<file path="config.mk">
export PLATFORM = sky130hd
export DESIGN_NAME = buffer_drain_ctrl_flat
export DESIGN_NICKNAME = d
export VERILOG_FILES = /design/src/rtl/buffer_drain_if.sv /design/src/rtl/buffer_drain_ctrl.sv /design/src/flat_wrapper.sv
export SDC_FILE = /design/constraint.sdc
export NUM_CORES = 1
export LEC_CHECK = 0
export ABC_AREA = 1
export BUFFER_PORTS_ARGS = -buffer_cell sky130_fd_sc_hd__buf_2
export CORE_AREA = 2 2 90 92
export CTS_BUF_LIST = sky130_fd_sc_hd__clkbuf_4 sky130_fd_sc_hd__clkbuf_8
export CTS_CLUSTER_DIAMETER = 40
export CTS_CLUSTER_SIZE = 10
export DETAILED_ROUTE_END_ITERATION = 6
export DIE_AREA = 0 0 92 94
export HOLD_SLACK_MARGIN = 0.06
export RECOVER_POWER = 50
export SLEW_MARGIN = 0
export SYNTH_ARGS = -nofsm -noshare
export SYNTH_HDL_FRONTEND = slang
export SYNTH_SLANG_ARGS = --single-unit
</file>
<file path="constraint.sdc">
create_clock -name clk -period 1.25 [get_ports clk]
set_input_delay 0.125 -clock clk [delete_from_list [all_inputs] [get_ports clk]]
set_output_delay 0.125 -clock clk [all_outputs]
set_load 0.02 [all_outputs]
</file>
<file path="src/rtl/buffer_drain_if.sv">
// Buffer-side remove handshake and switch-side flit port of the input-buffer read stage.
// master = drain controller, slave = Buffer/switch environment.
interface buffer_drain_if #(
  parameter int ADDR_W = 8,
  parameter int WIDTH  = 30
);
  logic              buf_empty;
  logic [WIDTH-1:0]  buf_out;
  logic              buf_remove_finish;
  logic              buf_remove;
  logic [ADDR_W-1:0] buf_index;
  logic [WIDTH-1:0]  flit_out;
  logic              flit_valid;
  logic              flit_ready;

  modport master (
    input  buf_empty, buf_out, buf_remove_finish, flit_ready,
    output buf_remove, buf_index, flit_out, flit_valid
  );
  modport slave (
    output buf_empty, buf_out, buf_remove_finish, flit_ready,
    input  buf_remove, buf_index, flit_out, flit_valid
  );
endinterface

</file>
<file path="src/rtl/buffer_drain_ctrl.sv">
// Router input-buffer read stage: four-phase remove handshake in FIFO order,
// registered valid/ready flit output, local read index and sticky timeout flag.
module buffer_drain_ctrl #(
  parameter int ADDR_W  = 8,
  parameter int WIDTH   = 30,
  parameter int TIMEOUT = 16
) (
  input  logic          clk,
  input  logic          rst,
  input  logic          en,
  buffer_drain_if.master bus,
  output logic [15:0]   drained_cnt,
  output logic          err_timeout
);
  localparam int TW = $clog2(TIMEOUT) + 1;

  typedef enum logic [1:0] {S_IDLE, S_REQ, S_REL} state_t;

  state_t            r_state, w_next;
  logic [TW-1:0]     r_tmo;
  logic              r_remove;
  logic [ADDR_W-1:0] r_rd_idx;
  logic [WIDTH-1:0]  r_flit;
  logic              r_valid;
  logic [15:0]       r_cnt;
  logic              r_err;

  logic w_slot_free, w_tmo_hit, w_start, w_capture, w_abort_req, w_abort_rel;

  assign w_slot_free = ~r_valid | bus.flit_ready;
  // Each phase gets exactly TIMEOUT sampled cycles before aborting.
  assign w_tmo_hit   = (r_tmo == TW'(TIMEOUT - 1));

  always_comb begin
    w_next      = r_state;
    w_start     = 1'b0;
    w_capture   = 1'b0;
    w_abort_req = 1'b0;
    w_abort_rel = 1'b0;
    case (r_state)
      S_IDLE: if (en && !bus.buf_empty && w_slot_free) begin
        w_next  = S_REQ;
        w_start = 1'b1;
      end
      S_REQ: if (bus.buf_remove_finish) begin
        w_next    = S_REL;
        w_capture = 1'b1;
      end else if (w_tmo_hit) begin
        w_next      = S_REL;
        w_abort_req = 1'b1;
      end
      S_REL: if (!bus.buf_remove_finish) begin
        w_next = S_IDLE;
      end else if (w_tmo_hit) begin
        w_next      = S_IDLE;
        w_abort_rel = 1'b1;
      end
      default: w_next = S_IDLE;
    endcase
  end

  always_ff @(posedge clk) begin
    if (rst) begin
      r_state  <= S_IDLE;
      r_tmo    <= '0;
      r_remove <= 1'b0;
      r_rd_idx <= '0;
      r_flit   <= '0;
      r_valid  <= 1'b0;
      r_cnt    <= '0;
      r_err    <= 1'b0;
    end else begin
      r_state <= w_next;
      if (r_state != w_next)     r_tmo <= '0;
      else if (r_state != S_IDLE) r_tmo <= r_tmo + 1'b1;

      if (w_start)                       r_remove <= 1'b1;
      else if (w_capture || w_abort_req) r_remove <= 1'b0;

      // A capture on the same edge as an accept keeps valid high with the new flit.
      if (w_capture) begin
        r_flit   <= bus.buf_out;
        r_valid  <= 1'b1;
        r_rd_idx <= r_rd_idx + 1'b1;
        r_cnt    <= r_cnt + 1'b1;
      end else if (r_valid && bus.flit_ready) begin
        r_valid <= 1'b0;
      end

      if (w_abort_req || w_abort_rel) r_err <= 1'b1;
    end
  end

  assign bus.buf_remove = r_remove;
  assign bus.buf_index  = r_rd_idx;
  assign bus.flit_out   = r_flit;
  assign bus.flit_valid = r_valid;
  assign drained_cnt    = r_cnt;
  assign err_timeout    = r_err;
endmodule

</file>
<file path="src/flat_wrapper.sv">
// flat-port wrapper written by rule: the top's interface ports become plain ports
module buffer_drain_ctrl_flat 
#(
  parameter int ADDR_W  = 8,
  parameter int WIDTH   = 30,
  parameter int TIMEOUT = 16
)
  (clk, rst, en, drained_cnt, err_timeout, bus_buf_empty, bus_buf_out, bus_buf_remove_finish, bus_flit_ready, bus_buf_remove, bus_buf_index, bus_flit_out, bus_flit_valid);
  buffer_drain_if #(.ADDR_W(ADDR_W), .WIDTH(WIDTH)) bus_i ();
  input  logic clk;
  input  logic rst;
  input  logic en;
  output logic [15:0] drained_cnt;
  output logic err_timeout;
  input wire logic [$bits(bus_i.buf_empty)-1:0] bus_buf_empty;
  input wire logic [$bits(bus_i.buf_out)-1:0] bus_buf_out;
  input wire logic [$bits(bus_i.buf_remove_finish)-1:0] bus_buf_remove_finish;
  input wire logic [$bits(bus_i.flit_ready)-1:0] bus_flit_ready;
  output wire logic [$bits(bus_i.buf_remove)-1:0] bus_buf_remove;
  output wire logic [$bits(bus_i.buf_index)-1:0] bus_buf_index;
  output wire logic [$bits(bus_i.flit_out)-1:0] bus_flit_out;
  output wire logic [$bits(bus_i.flit_valid)-1:0] bus_flit_valid;
  assign bus_i.buf_empty = bus_buf_empty;
  assign bus_i.buf_out = bus_buf_out;
  assign bus_i.buf_remove_finish = bus_buf_remove_finish;
  assign bus_i.flit_ready = bus_flit_ready;
  assign bus_buf_remove = bus_i.buf_remove;
  assign bus_buf_index = bus_i.buf_index;
  assign bus_flit_out = bus_i.flit_out;
  assign bus_flit_valid = bus_i.flit_valid;
  buffer_drain_ctrl #(.ADDR_W(ADDR_W), .WIDTH(WIDTH), .TIMEOUT(TIMEOUT)) u_core (.clk(clk), .rst(rst), .en(en), .bus(bus_i), .drained_cnt(drained_cnt), .err_timeout(err_timeout));
endmodule
</file>
==> results.yml <==
clocking:
  clock_insertion_delay_worst_skew_ns: 0.32
  cts_sinks: 64
  htree_levels: 3
  root_buffer: "clkbuf_8"
  cts_tree: "built"
  cts.clk_slew.worst_paths_ns: 0.07
  cts_buffers: 9
  clock_path_buffers: 2
die:
  rows: 32
  design.core.area_mm2: 0.00761
  die_y_um: 94
  initial_core_util_pct: 34.4
  fp.dieW_um: 92
  io-pin-count: 93
  fp.dieArea_mm2: 0.00865
setup_path:
  cp_max_fo: 3
  cp_data_arrival_time_ns: 1.66
  crit_slowest_cell: "dfxtp_2"
  cp_slowest_stage_delay_ns: 0.35
  worstPathCellList: "ha_4, nand2_2, nor2_1, ha_2, inv_2, buf_4, buf_4, a21oi_1, o21ai_0, inv_1"
  cp-end-kind: "flop"
  worstPathRequired_ns: 1.52
  worstSetupPathType: "flop to flop"
  path_common_cell: "buf_4"
  critPathLaunchType: "flop"
job:
  drv_cap: 0
run_status:
  failed_checks: "negative setup slack"
  status: "finished, violations left"
global_routing:
  grt_max_degree: 30
  grt-ovfl-total: 0
  antenna_found_initial: 0
  grt_pass1_vias: 2706
  grt_pass1_wl_um: 11800
  grt_usage_pct: 17.0
finish:
  nFillCells: 761
  layout.cells.most_common_list: "nand2_1, dfxtp_1, buf_2"
  area_delta_synth_final_pct: 55.1
  finalInstanceArea_mm2: 0.00406
  layout-drive-gt1-share_pct: 25.7
  diodes: 0
  layout.nets: 560
  layout_commonest_cell: "nand2_1"
yosys:
  synth_top_area_share_pct: 48.9
  synth_cell_types: 21
  synth.cell_area_mm2: 0.00262
  synth_seq_cells: 64
  yosysTopAreaCell: "dfxtp_1"
  yosysWarnings: 0
  syn-num-nets: 401
  ys_seq_area_share_pct: 48.9
  netlist_top_cells_area: "dfxtp_1, nand2_1, a21oi_1, nor2_1, inv_1"
  avgSynthCellArea_um2: 7.26
  postSynthCellCount: 361
timing:
  hold_viol: 0
  finalSetupViolations: 11
  timing.fmax_mhz: 720
  fin_skew_ns: 0.0105
  final.min_clock_period_ns: 1.39
  slew_headroom_pct: 77.9
  setup_ws_ns: -0.138
  fin_hold_ws_ns: 0.0754
  fin_crit_sh_pct: 111
  rsz0062_at_grt: "true"
  drv_slew: 0
  max_slew.worst_pin.slew_ns: 0.332
hold_path:
  min_path_type: "input port to flop"
routing:
  drtIter0Drc: 101
  dr.pass1.iters: 4
  wl_um: 7250
  postRouteAntennaNets: 0
  vias: 2854
  routed_via_density: 4.55
  drcViolationCount: 0
  drt-wirelength-per-cell_um: 11.6
pwr:
  power.density_mw_per_mm2: 1060
  total_power_mw: 4.32
  ir_drop_uv: 585
  cellLeakagePower_nw: 1.68
placed_design:
  placed_cell_area_mm2: 0.00342
  gp_congestion: 0.804
  io_buffers: 92
  dpl.hpwl_um: 4760
worst paths after layout:
path | from | end | slack [ns] | cells past startpoint
setup / recovery | u_core.r_tmo[0] | u_core.err_timeout | -0.14 | 10
hold / removal | bus_flit_ready | u_core.bus.flit_valid | 0.08 | 4
setup reg to reg | u_core.r_tmo[0] | u_core.err_timeout | -0.14 | 10
hold reg to reg | u_core.bus.flit_out[7] | u_core.bus.flit_out[7] | 0.46 | 2
Yosys cell counts:
library cell,number
buf_1,1
nor2_1,40
inv_1,33
nand3_4,1
nor2_4,1
nand3_1,14
dfxtp_1,64
nor3_1,4
o21ai_0,11
mux2i_1,1
nand4_1,5
inv_2,1
nand2_1,112
a21oi_1,45
nor2_2,1
clkbuf_1,7
and3_1,2
buf_2,5
ha_1,4
xor2_1,7
o21bai_1,2
worst max-delay path, delay by kind of cell (launching register included):
| family | cells | cell delay, ns |
|---|---|---|
| DFF | 1 | 0.35 |
| adders and majority gates | 2 | 0.34 |
| buffers and inverters | 4 | 0.34 |
| AOI/OAI and AO/OA | 2 | 0.18 |
| and+or+nand+nor | 2 | 0.13 |
flip-flops by register name, indices dropped and copies added (netlist names):
register / flops
u_core.bus.buf_remove: 1
u_core.bus.flit_valid: 1
u_core.r_state: 2
u_core.err_timeout: 1
u_core.r_tmo: 5
u_core.bus.flit_out: 30
u_core.bus.buf_index: 8
u_core.drained_cnt: 16
through the flow:
| step | std cells | setup TNS (ns) | setup slack (ns) | utilization [%] |
|---|---|---|---|---|
| after floorplan | 361 | -0.154 | -0.0268 | - |
| after global placement | 572 | -0.742 | -0.104 | 44.9 |
| after detailed placement | 572 | -1.28 | -0.143 | 44.9 |
| after CTS | 626 | -0.673 | -0.122 | 52.7 |
| after global routing | 627 | -2.63 | -0.269 | 53.4 |
| final | 627 | -0.944 | -0.138 | 53.4 |
cells by family after synthesis:
| kind of cell | count (synthesis) | synth area share, % |
|---|---|---|
| AOI/OAI and AO/OA | 58 | 11.3 |
| and+or+nand+nor | 180 | 28.2 |
| adders and majority gates | 4 | 1.91 |
| muxes | 1 | 0.382 |
| buffers and inverters | 47 | 6.97 |
| DFF | 64 | 48.9 |
| xor gates and xnor gates | 7 | 2.34 |
routing by layer:
metal  vias to the layer above  wire length, µm  GRT usage (%)
met3                        13              344           3.69
met2                        75             3590           29.3
met5                         -                0              0
li1                       1467                -              -
met1                      1299             3160           20.3
met4                         0              153           7.71
timing repair:
action | 4_1_cts | 5_1_grt
gates cloned | 1 | 0
hold buffers | 30 | 0
resized for setup | 7 | 31
setup endpoints to repair | 19 | 41
hold endpoints to repair | 30 | 0
buffers inserted | 7 | 2
pin swaps | 10 | 13
final cells by class:
cell class / count / area, µm² / area share, %
Tap cell: 102 / 128 / 3.14
Inverter: 34 / 133 / 3.26
Multi-Input combinational cell: 251 / 1270 / 31.2
Clock buffer: 13 / 166 / 4.09
Sequential cell: 64 / 1300 / 31.9
Clock inverter: 3 / 40.0 / 0.985
Timing Repair Buffer: 160 / 1030 / 25.5
power by group:
group / total [mW] / internal [mW] / switching (mW) / leakage [nW]
sequential: 2.10 / 2.08 / 0.0274 / 0.522
clock: 1.81 / 1.07 / 0.742 / 0.110
combinational: 0.401 / 0.194 / 0.207 / 1.05
total: 4.32 / 3.34 / 0.976 / 1.68
No activity file was read; power rests on OpenSTA's default activity.
